## src/rtl/hdmi_axi_addr_gen.sv

```systemverilog
// Read-command generator for HDMI scan-out: walks a frame buffer line by line in bursts.
// Define HDMI_AXI_ADDR_GEN_VFLIP_EN to read the frame bottom-up (vertical flip).
module hdmi_axi_addr_gen #(
  parameter int unsigned X_SIZE          = 1280,
  parameter int unsigned Y_SIZE          = 720,
  parameter int unsigned BYTES_PER_PIXEL = 4,
  parameter int unsigned BURST_WORDS     = 256,
  parameter int unsigned NUM_BUFFERS     = 2,
  parameter logic [31:0] BUF_BASE        = 32'h0000_0000,
  parameter logic [31:0] BUF_STRIDE      = 32'h0200_0000,
  parameter int unsigned LINE_PITCH      = X_SIZE * BYTES_PER_PIXEL,
  parameter int unsigned FIFO_THRESH     = 6400
) (
  input  logic        clk,
  input  logic        rst,
  input  logic        start,
  input  logic        abort,
  input  logic [1:0]  buf_sel,
  input  logic [31:0] fifo_available,
  input  logic        busy,
  output logic        kick,
  output logic [31:0] read_addr,
  output logic [31:0] read_num,
  output logic        frame_active,
  output logic        line_done,
  output logic        frame_done,
  output logic [15:0] cur_line
);

  typedef enum logic [1:0] {IDLE, GATE, ISSUE, WAIT} state_t;

  localparam logic [1:0] MAX_BUF = 2'(NUM_BUFFERS - 1);

  state_t      state;
  logic [1:0]  buf_q;
  logic [15:0] line;
  logic [31:0] column;
  logic        abort_pending;

  logic [31:0] remain;
  logic [31:0] next_num;
  logic [31:0] mem_line;
  logic [31:0] next_addr;
  logic [31:0] column_next;
  logic        line_end;
  logic        frame_end;

  // Next command is derived from line/column; the end tests use the command in flight.
  always_comb begin
    remain      = X_SIZE - column;
    next_num    = (remain < BURST_WORDS) ? remain : BURST_WORDS;
`ifdef HDMI_AXI_ADDR_GEN_VFLIP_EN
    mem_line    = Y_SIZE - 1 - 32'(line);
`else
    mem_line    = 32'(line);
`endif
    next_addr   = BUF_BASE + 32'(buf_q) * BUF_STRIDE + mem_line * LINE_PITCH
                + column * BYTES_PER_PIXEL;
    column_next = column + read_num;
    line_end    = (column_next >= X_SIZE);
    frame_end   = line_end && (32'(line) == Y_SIZE - 1);
  end

  always_ff @(posedge clk) begin
    if (rst) begin
      state         <= IDLE;
      kick          <= 1'b0;
      frame_active  <= 1'b0;
      line_done     <= 1'b0;
      frame_done    <= 1'b0;
      read_addr     <= BUF_BASE;
      read_num      <= 32'd0;
      line          <= 16'd0;
      column        <= 32'd0;
      buf_q         <= 2'd0;
      abort_pending <= 1'b0;
    end else begin
      line_done  <= 1'b0;
      frame_done <= 1'b0;
      case (state)
        IDLE: begin
          if (start && !abort) begin
            state         <= GATE;
            frame_active  <= 1'b1;
            buf_q         <= (buf_sel > MAX_BUF) ? MAX_BUF : buf_sel;
            line          <= 16'd0;
            column        <= 32'd0;
            abort_pending <= 1'b0;
          end
        end
        GATE: begin
          if (abort) begin
            state        <= IDLE;
            frame_active <= 1'b0;
          end else if (!busy && (fifo_available < FIFO_THRESH)) begin
            state     <= ISSUE;
            kick      <= 1'b1;
            read_addr <= next_addr;
            read_num  <= next_num;
          end
        end
        ISSUE: begin
          if (abort) begin
            state        <= IDLE;
            kick         <= 1'b0;
            frame_active <= 1'b0;
          end else begin
            state <= WAIT;
          end
        end
        WAIT: begin
          // An abort here must still see its command accepted before letting go.
          if (busy) begin
            kick <= 1'b0;
            if (abort || abort_pending) begin
              state         <= IDLE;
              frame_active  <= 1'b0;
              abort_pending <= 1'b0;
            end else begin
              if (line_end) begin
                column    <= 32'd0;
                line      <= line + 16'd1;
                line_done <= 1'b1;
              end else begin
                column <= column_next;
              end
              if (frame_end) begin
                frame_done   <= 1'b1;
                frame_active <= 1'b0;
                state        <= IDLE;
              end else begin
                state <= GATE;
              end
            end
          end else if (abort) begin
            abort_pending <= 1'b1;
          end
        end
        default: state <= IDLE;
      endcase
    end
  end

  assign cur_line = line;

endmodule

```

## config.mk

```make
export PLATFORM = sky130hd
export DESIGN_NAME = hdmi_axi_addr_gen
export DESIGN_NICKNAME = d
export VERILOG_FILES = /design/src/rtl/hdmi_axi_addr_gen.sv
export SDC_FILE = /design/constraint.sdc
export NUM_CORES = 1
export LEC_CHECK = 0
export CAP_MARGIN = 20
export CORE_ASPECT_RATIO = 1.2
export CORE_MARGIN = 5
export CORE_UTILIZATION = 49
export CTS_CLUSTER_DIAMETER = 30
export DETAILED_ROUTE_END_ITERATION = 6
export PLACE_DENSITY = 0.81
export SYNTH_ARGS = -nofsm -noshare
export SYNTH_HDL_FRONTEND = slang
export SYNTH_SLANG_ARGS = --single-unit
```

## constraint.sdc

```tcl
create_clock -name clk -period 10.5 [get_ports clk]
set_input_delay 2.1 -clock clk [delete_from_list [all_inputs] [get_ports clk]]
set_output_delay 2.1 -clock clk [all_outputs]
set_load 0.03 [all_outputs]
```

==> results of run 1 <==
## kinds of logic after synthesis
family                   count (synthesis)
AND/OR/NAND/NOR                        399
AO/OA/AOI/OAI                          279
flip-flops                             119
adder cells (fa/ha/maj)                106
buffers and inverters                   74
XOR/XNOR                                57
multiplexers                            17
other                                    1
## placed cells by master, fill, tap and decap left out, types with 6 or more instances in the layout
master | synthesis | routed
sky130_fd_sc_hd__a211oi_1 | 7 | 7
sky130_fd_sc_hd__and3_1 | 10 | 10
sky130_fd_sc_hd__clkdlybuf4s50_1 | 0 | 111
sky130_fd_sc_hd__o21bai_1 | 11 | 11
sky130_fd_sc_hd__xnor2_1 | 37 | 37
sky130_fd_sc_hd__or3_1 | 6 | 6
sky130_fd_sc_hd__a22oi_1 | 12 | 12
sky130_fd_sc_hd__nor2b_1 | 7 | 7
sky130_fd_sc_hd__ha_1 | 101 | 101
sky130_fd_sc_hd__mux2i_1 | 16 | 16
sky130_fd_sc_hd__o211ai_1 | 10 | 10
sky130_fd_sc_hd__xor2_1 | 20 | 20
sky130_fd_sc_hd__nor4_1 | 14 | 13
sky130_fd_sc_hd__clkbuf_16 | 0 | 17
sky130_fd_sc_hd__a21o_1 | 19 | 19
sky130_fd_sc_hd__nand4_1 | 15 | 15
sky130_fd_sc_hd__o21ai_0 | 37 | 37
sky130_fd_sc_hd__a22o_1 | 10 | 10
sky130_fd_sc_hd__nor3_1 | 31 | 31
sky130_fd_sc_hd__nand2b_1 | 22 | 22
sky130_fd_sc_hd__dfxtp_1 | 119 | 119
sky130_fd_sc_hd__inv_1 | 34 | 34
sky130_fd_sc_hd__nand2_1 | 114 | 114
sky130_fd_sc_hd__nor3b_1 | 6 | 6
sky130_fd_sc_hd__a31oi_1 | 10 | 10
sky130_fd_sc_hd__nor2_1 | 76 | 76
sky130_fd_sc_hd__o21a_1 | 8 | 8
sky130_fd_sc_hd__and2_1 | 52 | 52
sky130_fd_sc_hd__a21oi_1 | 95 | 95
sky130_fd_sc_hd__nand3_1 | 24 | 24
sky130_fd_sc_hd__a211o_1 | 6 | 6
## synthesized netlist by cell type, types with 5 or more instances
library cell,n
sky130_fd_sc_hd__nor3b_1,6
sky130_fd_sc_hd__buf_2,9
sky130_fd_sc_hd__o21bai_1,11
sky130_fd_sc_hd__nand2_1,114
sky130_fd_sc_hd__or3_1,6
sky130_fd_sc_hd__and2_1,52
sky130_fd_sc_hd__nor2b_1,7
sky130_fd_sc_hd__and3_1,10
sky130_fd_sc_hd__o21ai_0,37
sky130_fd_sc_hd__clkbuf_1,25
sky130_fd_sc_hd__a22oi_1,12
sky130_fd_sc_hd__xnor2_1,37
sky130_fd_sc_hd__a31oi_1,10
sky130_fd_sc_hd__nor4_1,14
sky130_fd_sc_hd__nand4_1,15
sky130_fd_sc_hd__nand2b_1,22
sky130_fd_sc_hd__ha_1,101
sky130_fd_sc_hd__nor2_1,76
sky130_fd_sc_hd__o211ai_1,10
sky130_fd_sc_hd__xor2_1,20
sky130_fd_sc_hd__mux2i_1,16
sky130_fd_sc_hd__a21o_1,19
sky130_fd_sc_hd__a211oi_1,7
sky130_fd_sc_hd__nor3_1,31
sky130_fd_sc_hd__a22o_1,10
sky130_fd_sc_hd__nand3_1,24
sky130_fd_sc_hd__or4_1,5
sky130_fd_sc_hd__a211o_1,6
sky130_fd_sc_hd__dfxtp_1,119
sky130_fd_sc_hd__o21a_1,8
sky130_fd_sc_hd__fa_1,5
sky130_fd_sc_hd__a21oi_1,95
sky130_fd_sc_hd__inv_1,34
## where the power goes
group / leakage (nW) / internal (mW) / total, mW / switching [mW]
combinational: 3.36 / 0.0226 / 0.0577 / 0.0350
sequential: 0.959 / 0.454 / 0.455 / 0.00156
clock: 0.305 / 0.397 / 0.615 / 0.218
## registers in the layout, indices dropped and copies added, names as in the netlist
| name | count |
|---|---|
| abort_pending | 1 |
| buf_q | 2 |
| read_addr | 30 |
| line_done | 1 |
| read_num | 32 |
| cur_line | 16 |
| column | 32 |
| frame_active | 1 |
| kick | 1 |
| state | 2 |
| frame_done | 1 |
## layer usage
layer	vias up	share of wire
li1	4039	-
met1	3874	0.42
met2	229	0.50
met3	64	0.042
met4	0	0.040
met5	-	0
## tightest hold or removal path: cells and delay by family, from the launching register on
family,cells,cell delay (ns)
DFF,1,0.31
and+or+nand+nor,1,0.05
AOI/OAI and AO/OA,1,0.05
## worst paths after layout
| check | start | endpoint | slack (ns) | cells past startpoint |
|---|---|---|---|---|
| worst max-delay path | cur_line[1] | read_addr[30] | 4.96 | 21 |
| worst min-delay path | read_addr[24] | read_addr[24] | 0.45 | 2 |
| worst max register to register | cur_line[1] | read_addr[30] | 4.96 | 21 |
| worst min register to register | read_addr[24] | read_addr[24] | 0.45 | 2 |
## metrics by stage
step           hold slack [ns]  utilization  power (mW)  area [um^2]
6_report                 0.450        0.603        1.13        10500
5_1_grt                  0.479        0.603        1.17        10500
4_1_cts                  0.455        0.602        1.13        10500
3_5_place_dp             0.446        0.566       0.521         9880
3_3_place_gp             0.438        0.566       0.520         9880
2_1_floorplan            0.470            -       0.498         8630
## layout make-up
| cell class | instances | area [um^2] | share of cell area |
|---|---|---|---|
| Clock buffer | 21 | 480 | 0.0457 |
| Clock inverter | 11 | 146 | 0.0139 |
| Inverter | 34 | 128 | 0.0121 |
| Multi-Input combinational cell | 860 | 5940 | 0.565 |
| Sequential cell | 119 | 2380 | 0.227 |
| Tap cell | 220 | 275 | 0.0262 |
| Timing Repair Buffer | 118 | 1160 | 0.110 |
==> impl_results.rst, run 1 <==
.. list-table::
   :header-rows: 1

   * - Metric
     - Value
   * - Result of the run
     - finished, final reports clean
   * - Final Worst Setup Slack
     - approximately 5.0 ns
   * - CTS root buffer
     - sky130_fd_sc_hd__clkbuf_16
   * - Number of enable flip-flop cells after synthesis
     - 0
   * - Post-synthesis share of cell area spent on xor and xnor gates
     - 0.0579
   * - Top fanout value on the critical path
     - 6
   * - Postcts setup bufs
     - 0
   * - Top-area cell type share of the netlist area
     - 0.276
   * - Dominant combinational cell family by area after synthesis
     - simple AND/OR/NAND/NOR gates
   * - Endpoint class of the critical path
     - flop
   * - Post-Place Worst Slack
     - 5.09 ns
   * - Complex-gate fraction of the synthesized area
     - 0.216
   * - Chip Height
     - ~160 um
   * - Nets@finish
     - 1295
   * - Total DRC errors in the routed layout
     - 0
   * - PortBufs
     - 112
   * - CTS tree
     - done
   * - Arrival time at the worst endpoint
     - 5.89 ns
   * - Cts repair resizes
     - 0
   * - Cell with the most instances on the worst path
     - sky130_fd_sc_hd__a21oi_1
   * - Post-synthesis adder-cell area fraction
     - 0.158
   * - Worst-case headroom to the max-slew limit
     - 0.330
   * - Required arrival time at the worst endpoint
     - 10.85 ns
   * - Worst hold-check path type
     - flop to flop
   * - Final setup violating endpoints
     - 0
   * - Hold violation count in the final report
     - 0
   * - Mapped Area
     - 0.00862 mm^2
   * - Quantity of hold-fixing buffers added after cts
     - 0
   * - Num CTS Buffers
     - 17
   * - Pin count of the biggest net entering global routing
     - 60
   * - Starting Density
     - 0.494
   * - Number of instances in the placed design
     - 1349
   * - Buffering stage count on the worst path with inverters included
     - 0
   * - Achievable clock frequency
     - 0.181 GHz
   * - Global routing's busiest layer
     - met2
   * - Longest individual stage delay on the worst path
     - slightly below 0.6 ns
   * - Area Overhead vs Synth
     - 21.9%
   * - Num ports
     - 123
   * - Fill cell total of the finished layout
     - 1523
   * - Standard-cell row count
     - 53
   * - Post-synthesis mux area share
     - 0.0199
   * - RD Place Congestion
     - slightly below 0.9
   * - Number of clock sinks
     - 119
   * - Number of antenna diodes
     - 0
   * - Insertion delay of the later-clocked pin in the worst-skew pair
     - 0.43 ns
   * - Tot GR Track Use
     - 0.229
   * - First-pass GRT wire length
     - 38800 um
   * - Global Route met1 Usage
     - 0.261
   * - Leading cell types by total area after synthesis
     - sky130_fd_sc_hd__dfxtp_1 28%, sky130_fd_sc_hd__ha_1 15%, sky130_fd_sc_hd__a21oi_1 5.5%
   * - Max Cap Viol
     - 0
   * - Cell with the largest stage delay on the worst path
     - sky130_fd_sc_hd__dfxtp_1
   * - Number of iterations in the first detailed-routing pass
     - 5
   * - Routed via count
     - 8206
   * - Post-route minimum period
     - about 5.5 ns
   * - Met3 track demand over resource
     - 0.0398
   * - Max Clock Skew
     - between 0.008 and 0.009 ns
   * - Measured slew at the worst slew-check pin
     - 1.00 ns
   * - # H-tree levels
     - 4
   * - Wire length reported by the detailed router
     - 23400 um
   * - Top flip-flop cell by instance count after synthesis
     - sky130_fd_sc_hd__dfxtp_1
   * - Leading area contributor after synthesis
     - sky130_fd_sc_hd__dfxtp_1
   * - Via count normalized by instance count
     - 5.93
   * - Initial detailed-routing violation count
     - 537
   * - Number of antenna violations at the first check in global routing
     - 0
   * - Clock input transition at the sequential cells of the worst setup and hold paths
     - 0.06 ns
   * - Die X-Extent
     - roughly 130 um
   * - Setup repair after global routing missed its margin
     - false
   * - ANT nets after route
     - 0
   * - Crit start category
     - flop
   * - Post-DR wirelength/cell
     - 16.9 um
   * - Unique masters post-synth
     - 77
   * - Final-layout setup total negative slack
     - 0 ns
   * - Critical Path, Cell by Cell
     - ha_1 > ha_1 > fa_1 > a21o_1 > a21oi_1 > o21bai_1 > a21oi_1 > o21bai_1 > a21oi_1 > o21ai_0 > o41ai_1 > xnor2_1 > fa_1 > ha_1 > nand3_1 > o21ai_0 > a31oi_1 > o21ai_0 > xnor2_1 > nand2_1 > a21oi_1
   * - GR Overflow Total
     - 0
   * - Maximum clock insertion buffer count
     - 2
   * - Synthesized instance count
     - ~1100
   * - Overall die area
     - roughly 0.020 mm^2
   * - Share of flip-flops with an asynchronous set or reset
     - 0
   * - Met2 Usage GRT
     - 0.408
   * - Leak pwr
     - 4.62 nW
   * - Count of non-filler cells in the finished layout
     - roughly 1400
   * - Post-Synthesis Mean Instance Area
     - between 8 and 9 um^2
   * - Synthesized-area fraction occupied by and/or/nand/nor cells
     - 0.235
   * - Cell class contributing the biggest share of worst-path delay
     - compound AO/OA/AOI/OAI gates
   * - Type of the worst setup path
     - flop to flop
   * - Sequential cell area fraction in the yosys report
     - 0.276
   * - Vias in the first global route
     - 8154
   * - Register bit count reported by yosys
     - 119
   * - Post-route clock period utilization
     - 0.527
   * - Power per standard cell area
     - 107 mW/mm^2
   * - Peak supply drop
     - 0.101 mV
   * - Core outline area
     - between 0.015 and 0.02 mm^2
   * - HPWL after detailed placement
     - between 15000 and 20000 um
   * - YS warnings
     - 0
   * - Final Max Slew Viols
     - 0
   * - Share of layout cells above drive strength 1
     - 0.0482
Note: power is estimated with default switching activity, not from simulation.
==> run 2: changes to the inputs <==
--- a/config.mk
+++ b/config.mk
@@ -11,7 +11,7 @@
 export CORE_UTILIZATION = 49
 export CTS_CLUSTER_DIAMETER = 30
 export DETAILED_ROUTE_END_ITERATION = 6
-export PLACE_DENSITY = 0.81
+export PLACE_DENSITY = 0.84
 export SYNTH_ARGS = -nofsm -noshare
 export SYNTH_HDL_FRONTEND = slang
 export SYNTH_SLANG_ARGS = --single-unit
==> constraint.sdc (replaced) <==
create_clock -name clk -period 4.7 [get_ports clk]
set_input_delay 0.94 -clock clk [delete_from_list [all_inputs] [get_ports clk]]
set_output_delay 0.94 -clock clk [all_outputs]
set_load 0.03 [all_outputs]
==> run 2 against run 1 <==
Net effect: critical path depth grew 1; critical path type unchanged; non-clock buffer count up 32; sequential power is 120% higher; highest routed layer unchanged; total power up 130%; combinational power grew 130%.
==> impl_results.rst, run 2 (synthesized netlist as in run 1, its figures left out) <==
.. list-table::
   :header-rows: 1

   * - Metric
     - Value
   * - Vias in the first global route
     - 8538 (+4.7%)
   * - Area taken by multi-input logic gates
     - 0.00612 mm^2 (+3.0%)
   * - Die X-Extent
     - 131 um (unchanged)
   * - Fraction of power consumed by sequential logic
     - 0.397 (-0.006)
   * - Routed via count
     - 8718 (+6.2%)
   * - HPWL after detailed placement
     - 18600 um (+5.5%)
   * - Share of layout cells above drive strength 1
     - 0.0979 (+0.0498)
   * - Registers with the most flip-flops
     - column (32), read_num (32), read_addr (30)
   * - Measured slew at the worst slew-check pin
     - 0.801 ns (-0.201 ns)
   * - Core outline area
     - 0.0174 mm^2 (unchanged)
   * - Commonest cells after routing, fill and taps aside
     - 115 x sky130_fd_sc_hd__dfxtp_1, 114 x sky130_fd_sc_hd__nand2_1, 111 x sky130_fd_sc_hd__clkdlybuf4s50_1
   * - Number of instances in the placed design
     - 1373 (+1.8%)
   * - Power per standard cell area
     - 234 mW/mm^2 (+120%)
   * - Overall die area
     - 0.0204 mm^2 (unchanged)
   * - Initial detailed-routing violation count
     - 789 (+47%)
   * - Leak pwr
     - 4.78 nW (+3.4%)
   * - Number of iterations in the first detailed-routing pass
     - 5 (unchanged)
   * - Starting Density
     - 0.494 (unchanged)
   * - Number of antenna violations at the first check in global routing
     - 0 (unchanged)
   * - Standard-cell row count
     - 53 (unchanged)
   * - Count of non-filler cells in the finished layout
     - 1415 (+2.3%)
   * - CTS root buffer
     - sky130_fd_sc_hd__clkbuf_16
   * - Required arrival time at the worst endpoint
     - 5.05 ns (-5.80 ns)
   * - Worst-case headroom to the max-slew limit
     - 0.466 (+0.136)
   * - Final Worst Setup Slack
     - 0.0438 ns (-4.92 ns)
   * - RD Place Congestion
     - 0.939 (+5.3%)
   * - Top fanout value on the critical path
     - 4 (-2)
   * - Part of the total power dissipated in the clock network
     - 0.550 (+0.005)
   * - First-pass GRT wire length
     - 42100 um (+8.6%)
   * - Crit start category
     - flop
   * - Sw Pwr
     - 582 uW (+130%)
   * - Via count normalized by instance count
     - 6.16 (+3.8%)
   * - Num ports
     - 123 (unchanged)
   * - Nets@finish
     - 1327 (+2.5%)
   * - Endpoint class of the critical path
     - flop
   * - Insertion delay of the later-clocked pin in the worst-skew pair
     - 0.44 ns (about the same)
   * - GR Overflow Total
     - 0 (unchanged)
   * - Peak supply drop
     - 0.215 mV (+110%)
   * - Area Overhead vs Synth
     - 27.0%
   * - Post-route minimum period
     - 4.66 ns (-0.880 ns)
   * - Quantity of hold-fixing buffers added after cts
     - 0 (unchanged)
   * - Most common cell after layout, fill and taps aside
     - sky130_fd_sc_hd__dfxtp_1
   * - Num CTS Buffers
     - 17 (unchanged)
   * - Flip-flop and latch area
     - 0.00239 mm^2 (+0.32%)
   * - PortBufs
     - 112 (unchanged)
   * - Number of antenna diodes
     - 0 (unchanged)
   * - Max Cap Viol
     - 0 (unchanged)
   * - Placement Cell Area
     - 0.0101 mm^2 (+2.0%)
   * - Wire length reported by the detailed router
     - 26200 um (+12%)
   * - Number of clock sinks
     - 119 (unchanged)
   * - Final worst hold slack
     - 0.453 ns (+0.00266 ns)
   * - Clock input transition at the sequential cells of the worst setup and hold paths
     - 0.06 ns (about the same)
   * - Final-layout setup total negative slack
     - 0 ns (unchanged)
   * - Achievable clock frequency
     - 0.215 GHz (+19%)
   * - Tot GR Track Use
     - 0.250 (+0.0209)
   * - Fill cell total of the finished layout
     - 1380 (-9.4%)
   * - Final Max Slew Viols
     - 0 (unchanged)
   * - ANT nets after route
     - 0 (unchanged)
   * - CTS tree
     - done
   * - Hold violation count in the final report
     - 0 (unchanged)
   * - Total DRC errors in the routed layout
     - 0 (unchanged)
   * - Post-DR wirelength/cell
     - 18.5 um (+9.4%)
   * - Switching Fraction
     - 0.227 (+0.00161)
   * - Final setup violating endpoints
     - 0 (unchanged)
   * - Arrival time at the worst endpoint
     - 5.01 ns (-0.88 ns)
   * - Pin count of the biggest net entering global routing
     - 39 (-35%)
   * - Result of the run
     - finished, final reports clean
   * - Type of the worst setup path
     - flop to flop
   * - Maximum clock insertion buffer count
     - 2 (unchanged)
   * - Post-Place Worst Slack
     - -0.0704 ns (-5.16 ns)
   * - Post-route clock period utilization
     - 0.991 (+0.463)
   * - Combinational group share of total power
     - 0.053 (+0.002)
   * - Internal power
     - 1.98 mW (+130%)
   * - Final design instance area without fill
     - 0.0109 mm^2 (+4.1%)
   * - Max Clock Skew
     - 0.0111 ns (+0.00267 ns)
   * - Chip Height
     - 155 um (unchanged)
   * - Worst hold-check path type
     - flop to flop
   * - # H-tree levels
     - 4 (unchanged)
[run 2: cell count changes in the layout (fill, tap and decap cells not counted), moves of 3 or more]
cell                      previous run  this run
sky130_fd_sc_hd__a21oi_1            95        87
sky130_fd_sc_hd__a21oi_2             0         8
sky130_fd_sc_hd__buf_4               5        38
sky130_fd_sc_hd__dfxtp_1           119       115
sky130_fd_sc_hd__dfxtp_2             0         3
sky130_fd_sc_hd__ha_1              101        93
sky130_fd_sc_hd__ha_4                0         7
sky130_fd_sc_hd__o21ai_0            37        32
sky130_fd_sc_hd__o21ai_1             4         7
[run 2: metrics by stage]
stage / utilization / total power [mW]
after floorplan: - / 1.11
after global placement: 0.577 / 1.16
after detailed placement: 0.577 / 1.17
after CTS: 0.621 / 2.56
after global routing: 0.628 / 2.63
final: 0.628 / 2.56
[run 2: timing repair]
| item | in CTS | in global routing |
|---|---|---|
| pin swaps | 7 | 17 |
| setup buffers | 7 | 2 |
| setup endpoints to repair | 3 | 8 |
| gates resized for setup | 10 | 22 |
[run 2: layer usage]
layer | GRT usage | vias to the layer above | routed length, um
li1 | - | 4104 | -
met1 | 0.280 | 4133 | 10100
met2 | 0.455 | 393 | 13500
met3 | 0.0440 | 88 | 1500
met4 | 0.122 | 0 | 1040
met5 | 0 | - | 0
[run 2: power by group through the flow]
stage	Clock [mW]	Combinational (mW)	Sequential (mW)
6_report	1.41	0.135	1.02
5_1_grt	1.47	0.146	1.02
4_1_cts	1.41	0.130	1.02
3_5_place_dp	0	0.127	1.04
3_3_place_gp	0	0.125	1.04
2_1_floorplan	0	0.0710	1.04
[run 2: final timing paths]
kind                      start            end  slack, ns  depth (start not counted)
setup reg to reg    cur_line[2]  read_addr[31]       0.04                         22
setup / recovery    cur_line[2]  read_addr[31]       0.04                         22
hold reg to reg   read_addr[11]  read_addr[11]       0.45                          2
hold / removal    read_addr[11]  read_addr[11]       0.45                          2
[run 2: critical path, stage by stage (launching register included)]
cell and delay [ns]:
sky130_fd_sc_hd__dfxtp_4 0.37, sky130_fd_sc_hd__ha_4 0.26, sky130_fd_sc_hd__ha_1 0.32, sky130_fd_sc_hd__a21o_1 0.19, sky130_fd_sc_hd__a21oi_2 0.22, sky130_fd_sc_hd__o21bai_2 0.12
sky130_fd_sc_hd__a21oi_2 0.17, sky130_fd_sc_hd__o21bai_1 0.10, sky130_fd_sc_hd__a21oi_2 0.18, sky130_fd_sc_hd__o21ai_1 0.11, sky130_fd_sc_hd__o41a_1 0.36, sky130_fd_sc_hd__a21oi_2 0.15
sky130_fd_sc_hd__o21bai_1 0.09, sky130_fd_sc_hd__xor2_1 0.21, sky130_fd_sc_hd__fa_1 0.48, sky130_fd_sc_hd__ha_4 0.25, sky130_fd_sc_hd__nand2_1 0.08, sky130_fd_sc_hd__o21ai_2 0.06
sky130_fd_sc_hd__a41oi_2 0.21, sky130_fd_sc_hd__nand2b_1 0.14, sky130_fd_sc_hd__a21oi_2 0.18, sky130_fd_sc_hd__o21ai_0 0.13, sky130_fd_sc_hd__a22oi_1 0.18
[run 2: area by class of cell]
| cell class | count | area share |
|---|---|---|
| well taps | 220 | 0.0251 |
| clock buffers | 20 | 0.0417 |
| inverters | 34 | 0.0117 |
| flip-flops and latches | 119 | 0.218 |
| multi-input cells | 860 | 0.559 |
| repair buffers | 150 | 0.128 |
| clock inverters | 12 | 0.0159 |
==> run 3: changes to the inputs <==
--- a/config.mk
+++ b/config.mk
@@ -11,7 +11,7 @@
 export CORE_UTILIZATION = 49
 export CTS_CLUSTER_DIAMETER = 30
 export DETAILED_ROUTE_END_ITERATION = 6
-export PLACE_DENSITY = 0.84
+export PLACE_DENSITY = 0.81
 export SYNTH_ARGS = -nofsm -noshare
 export SYNTH_HDL_FRONTEND = slang
 export SYNTH_SLANG_ARGS = --single-unit
==> constraint.sdc (replaced) <==
create_clock -name clk -period 5.3 [get_ports clk]
set_input_delay 1.06 -clock clk [delete_from_list [all_inputs] [get_ports clk]]
set_output_delay 1.06 -clock clk [all_outputs]
set_load 0.03 [all_outputs]
==> run 3 against run 2 <==
Net effect: global-route usage fell by 2.0 points; critical path depth decreased by 1; final cell count decreased by 2.0%; total power fell by 13%; fmax decreased by 5.6%; first-iteration DRC count down 30%; largest power group unchanged; highest routed layer unchanged.
==> impl_results.rst, run 3 (synthesized netlist as in run 1, its figures left out) <==
.. list-table::
   :header-rows: 1

   * - Metric
     - Value
   * - Result of the run
     - finished, final reports clean
   * - Tot GR Track Use
     - 0.230 (-0.0198)
   * - Num CTS Buffers
     - 17 (unchanged)
   * - Achievable clock frequency
     - 0.203 GHz (-5.6%)
   * - Wire length reported by the detailed router
     - 23800 um (-9.3%)
   * - Clock input transition at the sequential cells of the worst setup and hold paths
     - 0.06 ns (about the same)
   * - Quantity of hold-fixing buffers added after cts
     - 0 (unchanged)
   * - Final Max Slew Viols
     - 0 (unchanged)
   * - Crit start category
     - flop
   * - Commonest cells after routing, fill and taps aside
     - 118 x sky130_fd_sc_hd__dfxtp_1, 114 x sky130_fd_sc_hd__nand2_1, 111 x sky130_fd_sc_hd__clkdlybuf4s50_1
   * - Hold violation count in the final report
     - 0 (unchanged)
   * - ANT nets after route
     - 0 (unchanged)
   * - Share of layout cells above drive strength 1
     - 0.0506 (-0.0474)
   * - Setup repair after global routing missed its margin
     - true
   * - Postcts setup bufs
     - 0 (-7)
   * - Pin count of the biggest net entering global routing
     - 34 (-13%)
   * - Cell with the largest stage delay on the worst path
     - sky130_fd_sc_hd__fa_1
   * - First-pass GRT wire length
     - 39200 um (-7.0%)
   * - Placement Cell Area
     - 0.00992 mm^2 (-1.5%)
   * - Cell class contributing the biggest share of worst-path delay
     - compound AO/OA/AOI/OAI gates
   * - Type of the worst setup path
     - flop to flop
   * - Number of instances in the placed design
     - 1355 (-1.3%)
   * - Final setup violating endpoints
     - 0 (unchanged)
   * - Worst-case headroom to the max-slew limit
     - 0.358 (-0.108)
   * - Post-DR wirelength/cell
     - 17.1 um (-7.4%)
   * - Chip Height
     - 155 um (unchanged)
   * - PortBufs
     - 112 (unchanged)
   * - HPWL after detailed placement
     - 18200 um (-2.4%)
   * - Maximum clock insertion buffer count
     - 2 (unchanged)
   * - Measured slew at the worst slew-check pin
     - 0.960 ns (+0.159 ns)
   * - Initial detailed-routing violation count
     - 555 (-30%)
   * - Post-route clock period utilization
     - 0.930 (-0.0603)
   * - Die X-Extent
     - 131 um (unchanged)
   * - # H-tree levels
     - 4 (unchanged)
   * - Critical Path, Cell by Cell
     - ha_1 > ha_1 > fa_1 > a21o_1 > a21oi_1 > o21bai_1 > a21oi_1 > o21bai_1 > a21oi_1 > o21ai_0 > o41ai_2 > xnor2_1 > fa_1 > ha_1 > nand3_1 > o21ai_0 > a31oi_1 > o21ai_0 > xnor2_1 > nand2_1 > a21oi_1
   * - Standard-cell row count
     - 53 (unchanged)
   * - Max Cap Viol
     - 0 (unchanged)
   * - Cts repair resizes
     - 0 (-10)
   * - Routed via count
     - 8296 (-4.8%)
   * - Top fanout value on the critical path
     - 5 (+1)
   * - CTS root buffer
     - sky130_fd_sc_hd__clkbuf_16
   * - Arrival time at the worst endpoint
     - 5.28 ns (+0.27 ns)
   * - Final design instance area without fill
     - 0.0105 mm^2 (-3.7%)
   * - Power per standard cell area
     - 210 mW/mm^2 (-10%)
   * - Leak pwr
     - 4.65 nW (-2.8%)
   * - Num ports
     - 123 (unchanged)
   * - Insertion delay of the later-clocked pin in the worst-skew pair
     - 0.42 ns (-0.02 ns)
   * - RD Place Congestion
     - 0.929 (-1.1%)
   * - Total DRC errors in the routed layout
     - 0 (unchanged)
   * - Via count normalized by instance count
     - 5.98 (-2.9%)
   * - Endpoint class of the critical path
     - flop
   * - Max Clock Skew
     - 0.00763 ns (-0.00349 ns)
   * - Post-route minimum period
     - 4.93 ns (+0.275 ns)
   * - GR Overflow Total
     - 0 (unchanged)
   * - Required arrival time at the worst endpoint
     - 5.65 ns (+0.60 ns)
   * - Number of iterations in the first detailed-routing pass
     - 5 (unchanged)
   * - CTS tree
     - done
   * - Worst hold-check path type
     - flop to flop
   * - Count of non-filler cells in the finished layout
     - 1387 (-2.0%)
   * - Final-layout setup total negative slack
     - 0 ns (unchanged)
   * - Final worst hold slack
     - 0.449 ns (-0.00391 ns)
   * - Starting Density
     - 0.494 (unchanged)
   * - Core outline area
     - 0.0174 mm^2 (unchanged)
   * - Number of antenna violations at the first check in global routing
     - 0 (unchanged)
   * - Most common cell after layout, fill and taps aside
     - sky130_fd_sc_hd__dfxtp_1
   * - Overall die area
     - 0.0204 mm^2 (unchanged)
   * - Vias in the first global route
     - 8117 (-4.9%)
   * - Post-route total power
     - 2.22 mW (-13%)
   * - Area Overhead vs Synth
     - 22.3%
   * - Nets@finish
     - 1300 (-2.0%)
   * - Registers with the most flip-flops
     - column (32), read_num (32), read_addr (30)
   * - Number of clock sinks
     - 119 (unchanged)
   * - Peak supply drop
     - 0.197 mV (-8.7%)
   * - Number of antenna diodes
     - 0 (unchanged)
   * - Buffering stage count on the worst path with inverters included
     - 0 (unchanged)
   * - Cell with the most instances on the worst path
     - sky130_fd_sc_hd__a21oi_1
   * - Longest individual stage delay on the worst path
     - 0.44 ns (-0.04 ns)
run 3: per-layer routing:
metal  track usage  up-vias  part of all wire  wire (um)
li1              -     4051                 -          -
met1         0.270     3945              0.42       9940
met2         0.413      244              0.51      12100
met3        0.0385       56             0.043       1020
met4        0.0970        0             0.031        731
met5             0        -                 0          0
run 3: worst paths after layout:
| path | slack [ns] | to | cells past startpoint | from |
|---|---|---|---|---|
| setup / recovery | 0.37 | read_addr[30] | 21 | cur_line[1] |
| hold / removal | 0.45 | read_addr[19] | 2 | read_addr[19] |
| setup reg to reg | 0.37 | read_addr[30] | 21 | cur_line[1] |
| hold reg to reg | 0.45 | read_addr[19] | 2 | read_addr[19] |
run 3: worst min-delay path, stage by stage (launching register included):
cell and delay (ns):
sky130_fd_sc_hd__dfxtp_1 0.30, sky130_fd_sc_hd__nand2_1 0.05, sky130_fd_sc_hd__a21oi_1 0.05
run 3: power by group:
part	leakage, nW	internal [mW]	total, mW	switching [mW]
Sequential	0.959	0.899	0.902	0.00306
Clock	0.292	0.795	1.20	0.407
Combinational	3.40	0.0453	0.115	0.0699
Total	4.65	1.74	2.22	0.480
run 3: through the flow:
step	utilization	setup slack [ns]
floorplan	-	0.389
detailed placement	0.569	0.266
CTS	0.603	0.232
global route	0.605	-0.0478
finish	0.605	0.369
global placement	0.569	0.303
run 3: final cells by class:
cell class,count,area (um^2)
Fill cell,1533,6890
Multi-Input combinational cell,860,5960
Sequential cell,119,2380
Timing Repair Buffer,123,1200
Clock buffer,23,458
Tap cell,220,275
Clock inverter,8,146
Inverter,34,128
